$ cat src/rtl/mips_test_sequencer.sv
// Run controller for pipe_MIPS32 bring-up: loads a program image, runs the CPU
// under a watchdog, then compares a window of registers against expected values.
module mips_test_sequencer #(
  parameter int DATA_W     = 32,
  parameter int IMEM_AW    = 10,
  parameter int PROG_DEPTH = 16,
  parameter int RF_AW      = 5,
  parameter int NUM_CHECK  = 6,
  parameter int CHECK_BASE = 0,
  parameter int TIMEOUT    = 1024,
  parameter int CNT_W      = 16
) (
  input  logic                           clk1,
  input  logic                           rst,
  input  logic                           start,
  input  logic [IMEM_AW:0]               prog_len,
  output logic [IMEM_AW-1:0]             prog_addr,
  input  logic [DATA_W-1:0]              prog_data,
  output logic                           imem_we,
  output logic [IMEM_AW-1:0]             imem_addr,
  output logic [DATA_W-1:0]              imem_wdata,
  output logic                           cpu_run,
  input  logic                           cpu_halted,
  output logic [RF_AW-1:0]               rf_raddr,
  input  logic [DATA_W-1:0]              rf_rdata,
  input  logic [DATA_W-1:0]              exp_data,
  output logic                           busy,
  output logic                           done,
  output logic                           pass,
  output logic                           timeout,
  output logic [$clog2(NUM_CHECK+1)-1:0] fail_idx,
  output logic [CNT_W-1:0]               cycle_count
);

  localparam int FI_W = $clog2(NUM_CHECK+1);
  localparam int PL_W = IMEM_AW + 1;

  typedef enum logic [2:0] {S_IDLE, S_LOAD, S_RUN, S_CHECK, S_DONE} state_e;

  state_e            state_q, state_d;
  logic [PL_W-1:0]   len_q, len_d;
  logic [PL_W-1:0]   ld_cnt_q, ld_cnt_d;
  logic              we_q, we_d;
  logic [IMEM_AW-1:0] waddr_q, waddr_d;
  logic [FI_W-1:0]   chk_q, chk_d;
  logic [FI_W-1:0]   fail_idx_q, fail_idx_d;
  logic              pass_q, pass_d;
  logic              timeout_q, timeout_d;
  logic [CNT_W-1:0]  cnt_q, cnt_d;
  logic [PL_W-1:0]   len_clamped;

  always_comb begin
    state_d    = state_q;
    len_d      = len_q;
    ld_cnt_d   = ld_cnt_q;
    we_d       = 1'b0;
    waddr_d    = waddr_q;
    chk_d      = chk_q;
    fail_idx_d = fail_idx_q;
    pass_d     = pass_q;
    timeout_d  = timeout_q;
    cnt_d      = cnt_q;
    len_clamped = (prog_len > PL_W'(PROG_DEPTH)) ? PL_W'(PROG_DEPTH) : prog_len;

    case (state_q)
      S_IDLE, S_DONE: begin
        if (start) begin
          state_d    = S_LOAD;
          len_d      = len_clamped;
          ld_cnt_d   = '0;
          chk_d      = '0;
          pass_d     = 1'b0;
          timeout_d  = 1'b0;
          cnt_d      = '0;
          fail_idx_d = FI_W'(NUM_CHECK);
        end
      end
      S_LOAD: begin
        // ROM data arrives a cycle after its address, so the write is issued
        // one cycle behind; the extra LOAD cycle drains the final write.
        if (ld_cnt_q < len_q) begin
          we_d     = 1'b1;
          waddr_d  = ld_cnt_q[IMEM_AW-1:0];
          ld_cnt_d = ld_cnt_q + 1'b1;
        end else begin
          state_d = S_RUN;
        end
      end
      S_RUN: begin
        if (cpu_halted) begin
          state_d = S_CHECK;
          chk_d   = '0;
        end else if (cnt_q == CNT_W'(TIMEOUT - 1)) begin
          state_d   = S_DONE;
          timeout_d = 1'b1;
          pass_d    = 1'b0;
        end else if (cnt_q != '1) begin
          cnt_d = cnt_q + 1'b1;
        end
      end
      S_CHECK: begin
        if (rf_rdata != exp_data) begin
          state_d    = S_DONE;
          fail_idx_d = chk_q;
          pass_d     = 1'b0;
        end else if (chk_q == FI_W'(NUM_CHECK - 1)) begin
          state_d    = S_DONE;
          fail_idx_d = FI_W'(NUM_CHECK);
          pass_d     = 1'b1;
        end else begin
          chk_d = chk_q + 1'b1;
        end
      end
      default: state_d = S_IDLE;
    endcase
  end

  always_ff @(posedge clk1) begin
    if (rst) begin
      state_q    <= S_IDLE;
      len_q      <= '0;
      ld_cnt_q   <= '0;
      we_q       <= 1'b0;
      waddr_q    <= '0;
      chk_q      <= '0;
      fail_idx_q <= FI_W'(NUM_CHECK);
      pass_q     <= 1'b0;
      timeout_q  <= 1'b0;
      cnt_q      <= '0;
    end else begin
      state_q    <= state_d;
      len_q      <= len_d;
      ld_cnt_q   <= ld_cnt_d;
      we_q       <= we_d;
      waddr_q    <= waddr_d;
      chk_q      <= chk_d;
      fail_idx_q <= fail_idx_d;
      pass_q     <= pass_d;
      timeout_q  <= timeout_d;
      cnt_q      <= cnt_d;
    end
  end

  // Strobes are masked by rst so the CPU side is quiet from the reset cycle on.
  always_comb begin
    prog_addr   = (state_q == S_LOAD && ld_cnt_q < len_q) ? ld_cnt_q[IMEM_AW-1:0] : '0;
    imem_we     = we_q && !rst;
    imem_addr   = waddr_q;
    imem_wdata  = imem_we ? prog_data : '0;
    cpu_run     = (state_q == S_RUN) && !rst;
    rf_raddr    = (state_q == S_CHECK) ? RF_AW'(CHECK_BASE) + RF_AW'(chk_q) : '0;
    busy        = (state_q == S_LOAD) || (state_q == S_RUN) || (state_q == S_CHECK);
    done        = (state_q == S_DONE);
    pass        = pass_q;
    timeout     = timeout_q;
    fail_idx    = fail_idx_q;
    cycle_count = cnt_q;
  end

endmodule
$ cat config.mk
export PLATFORM = sky130hd
export DESIGN_NAME = mips_test_sequencer
export DESIGN_NICKNAME = d
export VERILOG_FILES = /design/src/rtl/mips_test_sequencer.sv
export SDC_FILE = /design/constraint.sdc
export NUM_CORES = 1
export LEC_CHECK = 0
export ABC_AREA = 1
export CAP_MARGIN = 5
export CORE_MARGIN = 3
export CORE_UTILIZATION = 35
export DETAILED_ROUTE_END_ITERATION = 8
export PLACE_DENSITY_LB_ADDON = 0.05
export REMOVE_ABC_BUFFERS = 1
export SLEW_MARGIN = 40
export SYNTH_ARGS = -nofsm -noshare
export SYNTH_HDL_FRONTEND = slang
export SYNTH_SLANG_ARGS = --single-unit
$ cat constraint.sdc
create_clock -name clk1 -period 2.4 [get_ports clk1]
set_input_delay 0.48 -clock clk1 [delete_from_list [all_inputs] [get_ports clk1]]
set_output_delay 0.48 -clock clk1 [all_outputs]
set_load 0.01 [all_outputs]
### Word-level counts from Yosys, hierarchy flattened

Cells that the tools add are included.

* add/subtract/negate cells: 3
* $lt $le $gt $ge: 2
* equal/unequal tests: 20
* muxes and demuxes: 38
* bitwise gates (word level): 1
* reduce and logical (&&, ||, !) cells: 22

Operators with widths (count)
* $mux 16: 4
* $mux 3: 14
* $mux 11: 3
* $mux 32: 1
* $ne 32x32->1: 1
* $pmux 16 s2: 1
* $pmux 11 s2: 1
* $ne 2x2->1 const B: 10
* $add 16x1->16 const B: 1
* $eq 16x10->1 const B: 1
* $ne 16x16->1 const B: 1
* $reduce_and 5->1: 3
* $pmux 3 s4: 1
* $add 11x1->11 const B: 1
* $gt 11x5->1 const B: 1
* $lt 11x11->1: 1
* $mux 10: 1
* $pmux 3 s3: 1
* $mux 1: 8
* $reduce_and 4->1: 2
* $eq 3x2->1 const B: 2
* $eq 3x3->1 const B: 2
* $ne 3x3->1 const B: 2
* $pmux 3 s2: 1
* other kinds (14): 22

* flip-flop bits (word level): 60
* bits of input ports: 111
* output and inout bits: 82
* logic and storage cells: 96

### Longest topological paths before layout

Gate-level depths: netlist of the first run.

* word-level depth: 5
* gate-level depth with buffers: 13

### Worst setup path after synthesis of the first run

Ideal clock, no wire load.

* path kind: register -> output
* start point: register ld_cnt_q[6]
* end point: output port prog_addr[0]
* arrival: 1.455 ns
* required time: 1.920 ns
* setup slack: 0.465 ns
* stages on the path, launching flop included: 9
* path through: dfxtp_1 ha_1 a21oi_1 o21ai_0 and2_1 nor2_2 buf_2 nand2_1 inv_1

* word-level cells in the longest chain between the ends: 3

RTL lines
* from (decl): RTL line 42 `logic [PL_W-1:0] ld_cnt_q, ld_cnt_d;`
* from (signal assigned): RTL line 133 `ld_cnt_q <= ld_cnt_d;`
* $lt 11x11->1: RTL line 146 `prog_addr = (state_q == S_LOAD && ld_cnt_q < len_q) ? ld_cnt_q[IMEM_AW-1:0] : '0;`
* $logic_and 1x1->1: RTL line 146
* $mux 10: RTL line 146
* to (decl): RTL line 17 `output logic [IMEM_AW-1:0] prog_addr,`

Every way passes these cells.

### Final worst setup path of the first run

* start point: register len_q[4]
* end point: output port prog_addr[4]

* word-level cells in the longest chain between the ends: 3

RTL lines
* from (decl): RTL line 41 `logic [PL_W-1:0] len_q, len_d;`
* from (signal assigned): RTL line 132 `len_q <= len_d;`
* $lt 11x11->1: RTL line 146
* $logic_and 1x1->1: RTL line 146
* $mux 10: RTL line 146

Every way passes these cells.

==> summary.md, run 1 <==
| Metric | Value |
|---|---|
| CP max stage cell | `dfxtp_1` |
| Adder-cell area share of the yosys netlist | `0.0439` |
| Total die area | `12700 sq um` |
| Hold Fails Final Rpt | `0` |
| Share of the synthesized area in the top cell type | `0.301` |
| Layout Cells excl Fill | `1007` |
| Ports | `193` |
| Critical-path maximum fanout | `5` |
| Seq pwr share | `0.301` |
| Routing usage on met1 | `0.244` |
| Cell Area, Placed | `6240 sq um` |
| Power per cell area | `548 nW/um^2` |
| Internal power | `2.55 mW` |
| GRT overflow | `0` |
| Hold Path Class | `reg -> reg` |
| Final Power | `3.70 mW` |
| Core area | `11000 sq um` |
| Largest family of logic cells by synthesized area | `simple AND/OR/NAND/NOR gates` |
| MaxCap Viol Count | `0` |
| Dominant cell type by area after synthesis | `dfxtp_1` |
| Area contributors post-synth | `dfxtp_1 (30%), nand2_1 (14%), inv_1 (11%), nor2_1 (9.5%), a21oi_1 (5.5%)` |
| Sw Ratio | `0.312` |
| Yosys Warn Count | `0` |
| WL/cell | `13.9 microns` |
| Main synth FF type | `dfxtp_1` |
| Top-count cell post-synth | `nand2_1` |
| Crit path kind | `reg -> out` |
| CTS root buffer | `clkbuf_16` |
| Pleak | `3.20 nW` |
| Largest net degree at the start of global routing | `34` |
| Share of cells above drive strength 1 | `0.156` |
| Grt peak-use layer | `met2` |
| Slew Viols, Final | `0` |
| Total track usage | `0.214` |
| Crit path max-delay family | `simple AND/OR/NAND/NOR gates` |
| CP Capture Type | `output port` |
| Final Instance Area | `6760 sq um` |
| Seq/Total Area, Yosys | `0.301` |
| Final period util | `0.988` |
| Detail Placement HPWL | `11300 microns` |
| Clock Power Share | `0.389` |
| Vias in the first global route | `4358` |
| H-tree Lvls | `3` |
| Asr flop ratio synth | `0` |
| RSZ-0062 raised after global routing | `yes` |
| Starting Density | `0.363` |
| Post-Syn Instances | `639` |
| Clock sinks | `60` |
| Mean Syn Cell Area | `6.24 sq um` |
| DRT iter0 DRCs | `253` |
| Synth Register Bits | `60` |
| Startpoint Class | `register` |
| Antenna violations before repair | `2` |
| Reg clk slew, reported paths | `0.05 ns` |
| Number of synthesized flops with an enable pin | `0` |
| Fraction of synthesized area in multiplexers | `0` |
| CP Data Arrival Time | `1.89 ns` |
| Nets | `985` |
| Clk_lat worst skew | `0.33 ns` |
| Vias | `4663` |
| Vias per cell | `4.63` |
| Remaining antenna violation count | `0` |
| Rows | `38` |
| Placed cells | `987` |
| Simple-gate share of the synthesized area | `0.362` |
| Final WL | `14000 microns` |
| Clk buf depth | `2` |
| Chip width | `113 microns` |
| Gate power share | `0.311` |
| Req. time, crit path | `1.92 ns` |
| CTS tree | `done` |
| Post-route clock skew | `0.00723 ns` |
| Hold buffer count at cts | `0` |
| Core Util, Final | `0.615` |
| Worst VDD drop | `0.405 mV` |
| Synthesized area | `3990 sq um` |
| TritonRoute pass-1 iters | `4` |
| Chip height | `113 microns` |
| Crit path time final | `2.37 ns` |
| Synth Area in Compound Gates | `0.0891` |
| Fmax | `0.422 GHz` |
| Area delta synth->final | `69.5%` |
| TritonCTS Buffers | `9` |
| Crit-path cells | `inv_2 > ha_4 > a21oi_2 > o21ai_2 > and2_4 > nor2_4 > buf_6 > nand2_2 > inv_1 > buf_2` |
| Synth top cells by count | `nand2_1 (149), inv_1 (114), nor2_1 (101)` |
| GR Util met2 | `0.379` |
| Outcome | `finished clean` |
| Switch Pwr | `1.16 mW` |
| Worst path max stage delay | `0.32 ns` |
| Setup violators final | `0` |
| PortBufs | `190` |
| Number of distinct library cells after synthesis | `38` |
| GPL Wtd Cong | `0.954` |
| First-pass GRT wire length | `21900 microns` |
| Drt drc | `0` |
| Buf/Inv on CP | `4` |
| Met3 Use GR | `0.0599` |
| Synth Area in XOR/XNOR | `0.0637` |
## flip-flops by register name, summed over array words and instances (netlist names)
register / flops
we_q: 1
ld_cnt_q: 11
timeout: 1
chk_q: 3
state_q: 3
len_q: 11
fail_idx: 3
cycle_count: 16
pass: 1
imem_addr: 10
## what timing repair did
action,CTS,global route
setup endpoints to repair,35,24
cloned,0,1
pin swaps,10,9
buffers inserted,1,0
resized for setup,82,44
## area by class of cell
class,instances,area [sq um]
Sequential cell,60,1210
Clock inverter,5,83.8
Clock buffer,11,253
Multi-Input combinational cell,441,2420
Inverter,123,462
Tap cell,140,175
Timing Repair Buffer,225,2150
Fill cell,1047,4230
Antenna cell,2,5.00
## cell usage in the layout, fill, tap and decap left out, types with 17 or more instances in the layout
cell type,n
xnor2_1,21
buf_4,31
nand3_1,27
a21oi_1,40
clkdlybuf4s50_1,154
nand2_1,136
dlygate4sd2_1,22
inv_2,17
inv_1,105
nor2_1,97
dfxtp_1,53
## final timing paths
kind / slack [ns] / start / depth (start not counted) / endpoint
max: 0.03 / len_q[4] / 10 / prog_addr[4]
min: 0.44 / len_q[7] / 2 / len_q[7]
max reg2reg: 0.38 / len_q[4] / 13 / ld_cnt_q[5]
min reg2reg: 0.44 / len_q[7] / 2 / len_q[7]
## worst reg2reg max path, stage by stage, from the launching register on
cell	delay, ns
dfxtp_1	0.32
inv_2	0.05
ha_4	0.24
a21oi_2	0.14
o21ai_2	0.07
and2_4	0.14
nor2_4	0.19
buf_6	0.16
buf_4	0.11
inv_2	0.05
nand2_2	0.22
nand3_1	0.12
nand2_1	0.07
nor2_1	0.04
## metrics by stage
step                      TNS, ns  worst slack (ns)  hold WS [ns]
after floorplan                 0             0.434         0.422
after global placement      -2.31            -0.173         0.428
after detailed placement    -1.75            -0.162         0.437
after CTS                       0          0.000456         0.445
after global routing       -0.175           -0.0537         0.456
final                           0            0.0298         0.443
## per-layer routing
layer  vias up  part of all wire
met5         -                 0
met2       150              0.50
met3        21             0.069
li1       2422                 -
met4         0             0.021
met1      2070              0.41
## power groups by stage
stage / Sequential (mW) / Clock [mW] / Combinational, mW
after floorplan: 1.14 / 0 / 0.544
after global placement: 1.13 / 0 / 1.10
after detailed placement: 1.13 / 0 / 1.12
after CTS: 1.11 / 1.46 / 1.14
after global routing: 1.12 / 1.51 / 1.28
final: 1.11 / 1.44 / 1.15
## cell families after synthesis
family          after synthesis
other cells                   1
fa+ha+maj                    14
compound gates               66
xor+xnor                     29
buf+inv                     139
simple gates                330
flops                        60
(Power assumes the default switching activity.)
==> inputs of run 2 (changes only) <==
--- a/config.mk
+++ b/config.mk
@@ -12,6 +12,7 @@
 export DETAILED_ROUTE_END_ITERATION = 8
 export PLACE_DENSITY_LB_ADDON = 0.05
 export REMOVE_ABC_BUFFERS = 1
+export SKIP_LAST_GASP = 1
 export SLEW_MARGIN = 40
 export SYNTH_ARGS = -nofsm -noshare
 export SYNTH_HDL_FRONTEND = slang
==> run 2 against run 1 <==
Clock skew is essentially flat. Total power is essentially flat. Routed wire length up 1.3%. Sequential power hardly changed. Sequential cell count did not move. Final cell count rose by 0.40%. Die area did not move. Clock power about the same. Critical path depth fell by 4. Non-clock buffer count grew 4. Critical endpoint is now imem_wdata[12]. Largest cell class unchanged. Largest power group unchanged.
==> summary.md, run 2 (synthesized netlist as in run 1, its figures left out) <==
| Metric | Value |
|---|---|
| GRT overflow | `0 (unchanged)` |
| Critical-path maximum fanout | `17 (+12)` |
| Worst Setup Slack, final | `0.0183 ns (-0.0115 ns)` |
| CP max stage cell | `clkdlybuf4s50_1` |
| CP Data Arrival Time | `1.90 ns (about the same)` |
| Setup violators final | `0 (unchanged)` |
| CTS root buffer | `clkbuf_16` |
| CP Capture Type | `output port` |
| Most frequent cells in the layout | `clkdlybuf4s50_1 (150), nand2_1 (136), inv_1 (105)` |
| Hold WS | `0.443 ns (+0.000419 ns)` |
| Clk_lat worst skew | `0.34 ns (about the same)` |
| TritonCTS Buffers | `9 (unchanged)` |
| Total track usage | `0.214 (-0.000336)` |
| Remaining antenna violation count | `0 (unchanged)` |
| Hold Fails Final Rpt | `0 (unchanged)` |
| CTS tree | `done` |
| Final period util | `0.992 (+0.00479)` |
| Most numerous cell on the critical path | `clkdlybuf4s50_1` |
| Crit path kind | `in -> out` |
| Hold Path Class | `reg -> reg` |
| Max FFs per register | `16 (unchanged)` |
| Antenna violations before repair | `2 (unchanged)` |
| Largest net degree at the start of global routing | `34 (unchanged)` |
| Register-to-register setup slack | `0.38 ns (about the same)` |
| Slew Viols, Final | `0 (unchanged)` |
| Vias | `4671 (+0.17%)` |
| Crit path time final | `2.38 ns (+0.0115 ns)` |
| Commonest non-fill, non-tap cell in the layout | `clkdlybuf4s50_1` |
| GPL Wtd Cong | `0.954 (unchanged)` |
| Reg clk slew, reported paths | `0.05 ns (about the same)` |
| Chip width | `113 microns (unchanged)` |
| First-pass GRT wire length | `21900 microns (-0.13%)` |
| Area delta synth->final | `71.6%` |
| Worst VDD drop | `0.405 mV (about the same)` |
| PortBufs | `190 (unchanged)` |
| Detail Placement HPWL | `11300 microns (unchanged)` |
| Hold buffer count at cts | `0 (unchanged)` |
| DRT iter0 DRCs | `231 (-8.7%)` |
| Crit-path cells | `clkdlybuf4s50_1 > clkinv_1 > nand2_2 > buf_12 > nor2_1 > clkdlybuf4s50_1` |
| Post-route clock skew | `0.00741 ns (+0.000177 ns)` |
| WL/cell | `14.0 microns (+0.90%)` |
| Outcome | `finished clean` |
| Clk buf depth | `2 (unchanged)` |
| H-tree Lvls | `3 (unchanged)` |
| Share of cells above drive strength 1 | `0.159 (+0.00273)` |
| Startpoint Class | `primary input` |
| Starting Density | `0.363 (unchanged)` |
| Final WL | `14200 microns (+1.3%)` |
| Vias in the first global route | `4356 (-0.046%)` |
| Core area | `11000 sq um (unchanged)` |
| Total die area | `12700 sq um (unchanged)` |
| Place WS | `-0.162 ns (unchanged)` |
| Chip height | `113 microns (unchanged)` |
| Ports | `193 (unchanged)` |
| Pleak | `3.48 nW (+9.0%)` |
| Nets | `989 (+0.41%)` |
| Vias per cell | `4.62 (-0.22%)` |
| Power per cell area | `541 nW/um^2 (-1.3%)` |
| Clock sinks | `60 (unchanged)` |
| RSZ-0062 raised after global routing | `yes` |
| Fmax | `0.420 GHz (-0.48%)` |
| Rows | `38 (unchanged)` |
| Worst path max stage delay | `0.55 ns (+0.23 ns)` |
| Final Instance Area | `6840 sq um (+1.2%)` |
| Req. time, crit path | `1.92 ns (about the same)` |
| Drt drc | `0 (unchanged)` |
| MaxCap Viol Count | `0 (unchanged)` |
| TritonRoute pass-1 iters | `4 (unchanged)` |
| Cell Area, Placed | `6240 sq um (unchanged)` |
run 2: changes by cell type in the layout (fill, tap and decap cells not counted), sizes merged:
cell,before,now
dlymetal6s2s,4,24
dlygate4sd2,22,6
buf,44,48
clkdlybuf4s50,154,150
clkinv,2,3
inv,122,121
run 2: final timing paths:
kind | from | end | cells past startpoint
worst min-delay path | len_q[7] | len_q[7] | 2
worst max-delay path | rst | imem_wdata[12] | 6
worst min register to register | len_q[7] | len_q[7] | 2
worst max register to register | len_q[10] | ld_cnt_q[6] | 13
run 2: cell type report:
type                    instances  area [sq um]
multi-input cells             441          2410
clock inverters                 5          83.8
fillers                      1019          4140
clock buffers                  11           253
repair buffers                229          2240
well taps                     140           175
inverters                     123           462
diodes                          2          5.00
flip-flops and latches         60          1210
run 2: layer usage:
layer,track usage,up-vias,share of wire
li1,-,2426,-
met1,0.243,2084,0.41
met2,0.379,139,0.50
met3,0.0594,22,0.065
met4,0.0833,0,0.022
met5,0,-,0
run 2: metrics by stage:
step / std cells / power [mW] / setup TNS, ns / utilization
finish: 1011 / 3.70 / 0 / 0.623
global route: 1011 / 3.91 / -0.271 / 0.623
CTS: 1004 / 3.71 / -0.206 / 0.604
detailed placement: 987 / 2.25 / -1.75 / 0.568
global placement: 987 / 2.23 / -2.31 / 0.568
floorplan: 624 / 1.68 / 0 / -
run 2: power by group:
group	internal [mW]	switching, mW	total, mW
logic	0.523	0.629	1.15
registers	1.06	0.0515	1.11
clock network	0.966	0.471	1.44
total	2.55	1.15	3.70
run 2: worst max-delay path, delay by kind of cell:
family,cells,cell delay [ns]
buffers and inverters,4,1.23
and+or+nand+nor,2,0.18
run 2: repair_timing:
item,CTS,global route
resized for setup,64,62
buffers inserted,1,4
setup endpoints to repair,35,40
pin swaps,10,9
cloned,0,1
endpoints found under the hold margin,0,0
==> inputs of run 3 (changes only) <==
--- a/config.mk
+++ b/config.mk
@@ -8,7 +8,7 @@
 export ABC_AREA = 1
 export CAP_MARGIN = 5
 export CORE_MARGIN = 3
-export CORE_UTILIZATION = 35
+export CORE_UTILIZATION = 41
 export DETAILED_ROUTE_END_ITERATION = 8
 export PLACE_DENSITY_LB_ADDON = 0.05
 export REMOVE_ABC_BUFFERS = 1
==> run 3 against run 2 <==
Setup slack lost 0.012 ns. Highest routed layer unchanged. Final cell count shrank 2.0%. Die area down 14%. Sequential share of layout area increased by 0.35 points. Non-clock buffer count is 6 lower. Sequential cell count unchanged. Critical endpoint is now prog_addr[5]. Total power decreased by 9.9%. Critical path depth up 4.
==> summary.md, run 3 (synthesized netlist as in run 1, its figures left out) <==
| Metric | Value |
|---|---|
| Outcome | `finished clean` |
| TritonRoute pass-1 iters | `5 (+1)` |
| Rows | `35 (-7.9%)` |
| H-tree Lvls | `3 (unchanged)` |
| Sw Ratio | `0.325 (+0.0140)` |
| MaxCap Viol Count | `0 (unchanged)` |
| N_diodes | `0 (-2)` |
| Setup TNS | `0 ns (unchanged)` |
| Commonest non-fill, non-tap cell in the layout | `clkdlybuf4s50_1` |
| First-pass GRT wire length | `21800 microns (-0.32%)` |
| Seq pwr share | `0.333 (+0.032)` |
| Req. time, crit path | `1.92 ns (about the same)` |
| Chip height | `105 microns (-7.2%)` |
| Starting Density | `0.427 (+0.0644)` |
| Vias in the first global route | `4377 (+0.48%)` |
| Drt drc | `0 (unchanged)` |
| Remaining antenna violation count | `0 (unchanged)` |
| Internal power | `2.25 mW (-12%)` |
| Chip width | `105 microns (-7.2%)` |
| Switch Pwr | `1.08 mW (-5.8%)` |
| Nets | `983 (-0.61%)` |
| WHS Path Cells | `2 (unchanged)` |
| Clock Power Share | `0.321 (-0.067)` |
| Detail Placement HPWL | `10700 microns (-5.4%)` |
| CTS root buffer | `clkbuf_8` |
| Reg2reg path depth | `13 (unchanged)` |
| Crit path launch | `len_q[10]` |
| GRT overflow | `0 (unchanged)` |
| Slew Viols, Final | `0 (unchanged)` |
| Worst VDD drop | `0.385 mV (-4.9%)` |
| Ports | `193 (unchanged)` |
| Most frequent cells in the layout | `clkdlybuf4s50_1 (155), nand2_1 (137), inv_1 (105)` |
| Startpoint Class | `register` |
| Vias per cell | `4.78 (+3.4%)` |
| Final Power | `3.34 mW (-9.9%)` |
| Placed cells | `972 (-1.5%)` |
| Post-route clock skew | `0.0103 ns (+0.00288 ns)` |
| Crit-path cells | `inv_2 > ha_4 > a21oi_2 > o21a_1 > nand3_2 > nor2_4 > clkbuf_16 > nand2_2 > inv_1 > buf_2` |
| Share of cells above drive strength 1 | `0.152 (-0.00683)` |
| Gate power share | `0.346 (+0.035)` |
| Pleak | `3.36 nW (-3.6%)` |
| Largest net degree at the start of global routing | `34 (unchanged)` |
| Final WL | `13800 microns (-2.9%)` |
| Power per cell area | `497 nW/um^2 (-8.2%)` |
| WL/cell | `13.9 microns (-0.99%)` |
| Reg clk slew, reported paths | `0.07 ns (+0.02 ns)` |
| Core area | `9330 sq um (-15%)` |
| CP Data Arrival Time | `1.91 ns (about the same)` |
| Area delta synth->final | `68.4%` |
| Crit path time final | `2.39 ns (+0.0121 ns)` |
| Max FFs per register | `16 (unchanged)` |
| Clk buf depth | `2 (unchanged)` |
| Worst hold start | `len_q[7]` |
| Critical-path maximum fanout | `5 (-12)` |
| Total die area | `10900 sq um (-14%)` |
| Filler Cells Inserted | `792 (-22%)` |
| PortBufs | `190 (unchanged)` |
| Setup violators final | `0 (unchanged)` |
| Total track usage | `0.243 (+0.0293)` |
| GPL Wtd Cong | `0.892 (-6.5%)` |
| Worst path max stage delay | `0.33 ns (-0.22 ns)` |
| Vias | `4733 (+1.3%)` |
| DRT iter0 DRCs | `237 (+2.6%)` |
| TritonCTS Buffers | `9 (unchanged)` |
| Clk_lat worst skew | `0.35 ns (about the same)` |
| CP max stage cell | `dfxtp_2` |
| Hold Path Class | `reg -> reg` |
| RSZ-0062 raised after global routing | `yes` |
| Crit path kind | `reg -> out` |
| Clock sinks | `60 (unchanged)` |
| CTS tree | `done` |
| Antenna violations before repair | `0 (-2)` |
| R2R Path Start | `len_q[10]` |
| Hold Fails Final Rpt | `0 (unchanged)` |
| Fmax | `0.418 GHz (-0.50%)` |
| Layout Cells excl Fill | `991 (-2.0%)` |
| CP Capture Type | `output port` |
| Final period util | `0.997 (+0.00503)` |
-- run 3: cell type report --
class,count,area (sq um),share of cell area
Multi-Input combinational cell,441,2410,0.358
Timing Repair Buffer,223,2240,0.334
Sequential cell,60,1210,0.180
Inverter,123,462,0.0687
Clock buffer,12,165,0.0246
Tap cell,129,161,0.0240
Clock inverter,3,68.8,0.0102
-- run 3: what timing repair did --
item / CTS / global route
gates cloned: 1 / 1
pin swaps: 11 / 14
setup buffers: 1 / 1
setup endpoints to repair: 16 / 44
endpoints found under the hold margin: 0 / 0
gates resized for setup: 56 / 68
hold buffers: 0 / 0
-- run 3: final timing paths --
| kind | endpoint | slack (ns) |
|---|---|---|
| max | prog_addr[5] | 0.006 |
| min | len_q[7] | 0.45 |
| max reg2reg | ld_cnt_q[2] | 0.42 |
| min reg2reg | len_q[7] | 0.45 |
-- run 3: worst max-delay path: cells and delay by family (launching register included) --
family	cells	cell delay (ns)
AO/OA/AOI/OAI	2	0.26
flip-flops	1	0.33
AND/OR/NAND/NOR	3	0.33
adder cells (fa/ha/maj)	1	0.24
buffers and inverters	4	0.41
-- run 3: power groups by stage --
| stage | clock (mW) | sequential, mW | combinational (mW) |
|---|---|---|---|
| 4_1_cts | 1.08 | 1.11 | 1.14 |
| 3_3_place_gp | 0 | 1.13 | 1.09 |
| 5_1_grt | 1.12 | 1.12 | 1.27 |
| 3_5_place_dp | 0 | 1.13 | 1.11 |
| 2_1_floorplan | 0 | 1.14 | 0.544 |
| 6_report | 1.07 | 1.11 | 1.16 |
-- run 3: metrics by stage --
stage | utilization | setup slack [ns] | instance area (sq um) | hold slack (ns)
6_report | 0.720 | 0.00623 | 6720 | 0.454
3_3_place_gp | 0.665 | -0.0152 | 6200 | 0.428
5_1_grt | 0.720 | -0.0760 | 6720 | 0.468
4_1_cts | 0.695 | -0.0245 | 6480 | 0.449
3_5_place_dp | 0.665 | -0.0583 | 6200 | 0.439
2_1_floorplan | - | 0.434 | 3900 | 0.422
-- run 3: per-layer routing --
metal	share of wire	track usage
met5	0	0
met4	0.017	0.0740
met3	0.057	0.0482
met2	0.50	0.435
met1	0.42	0.294
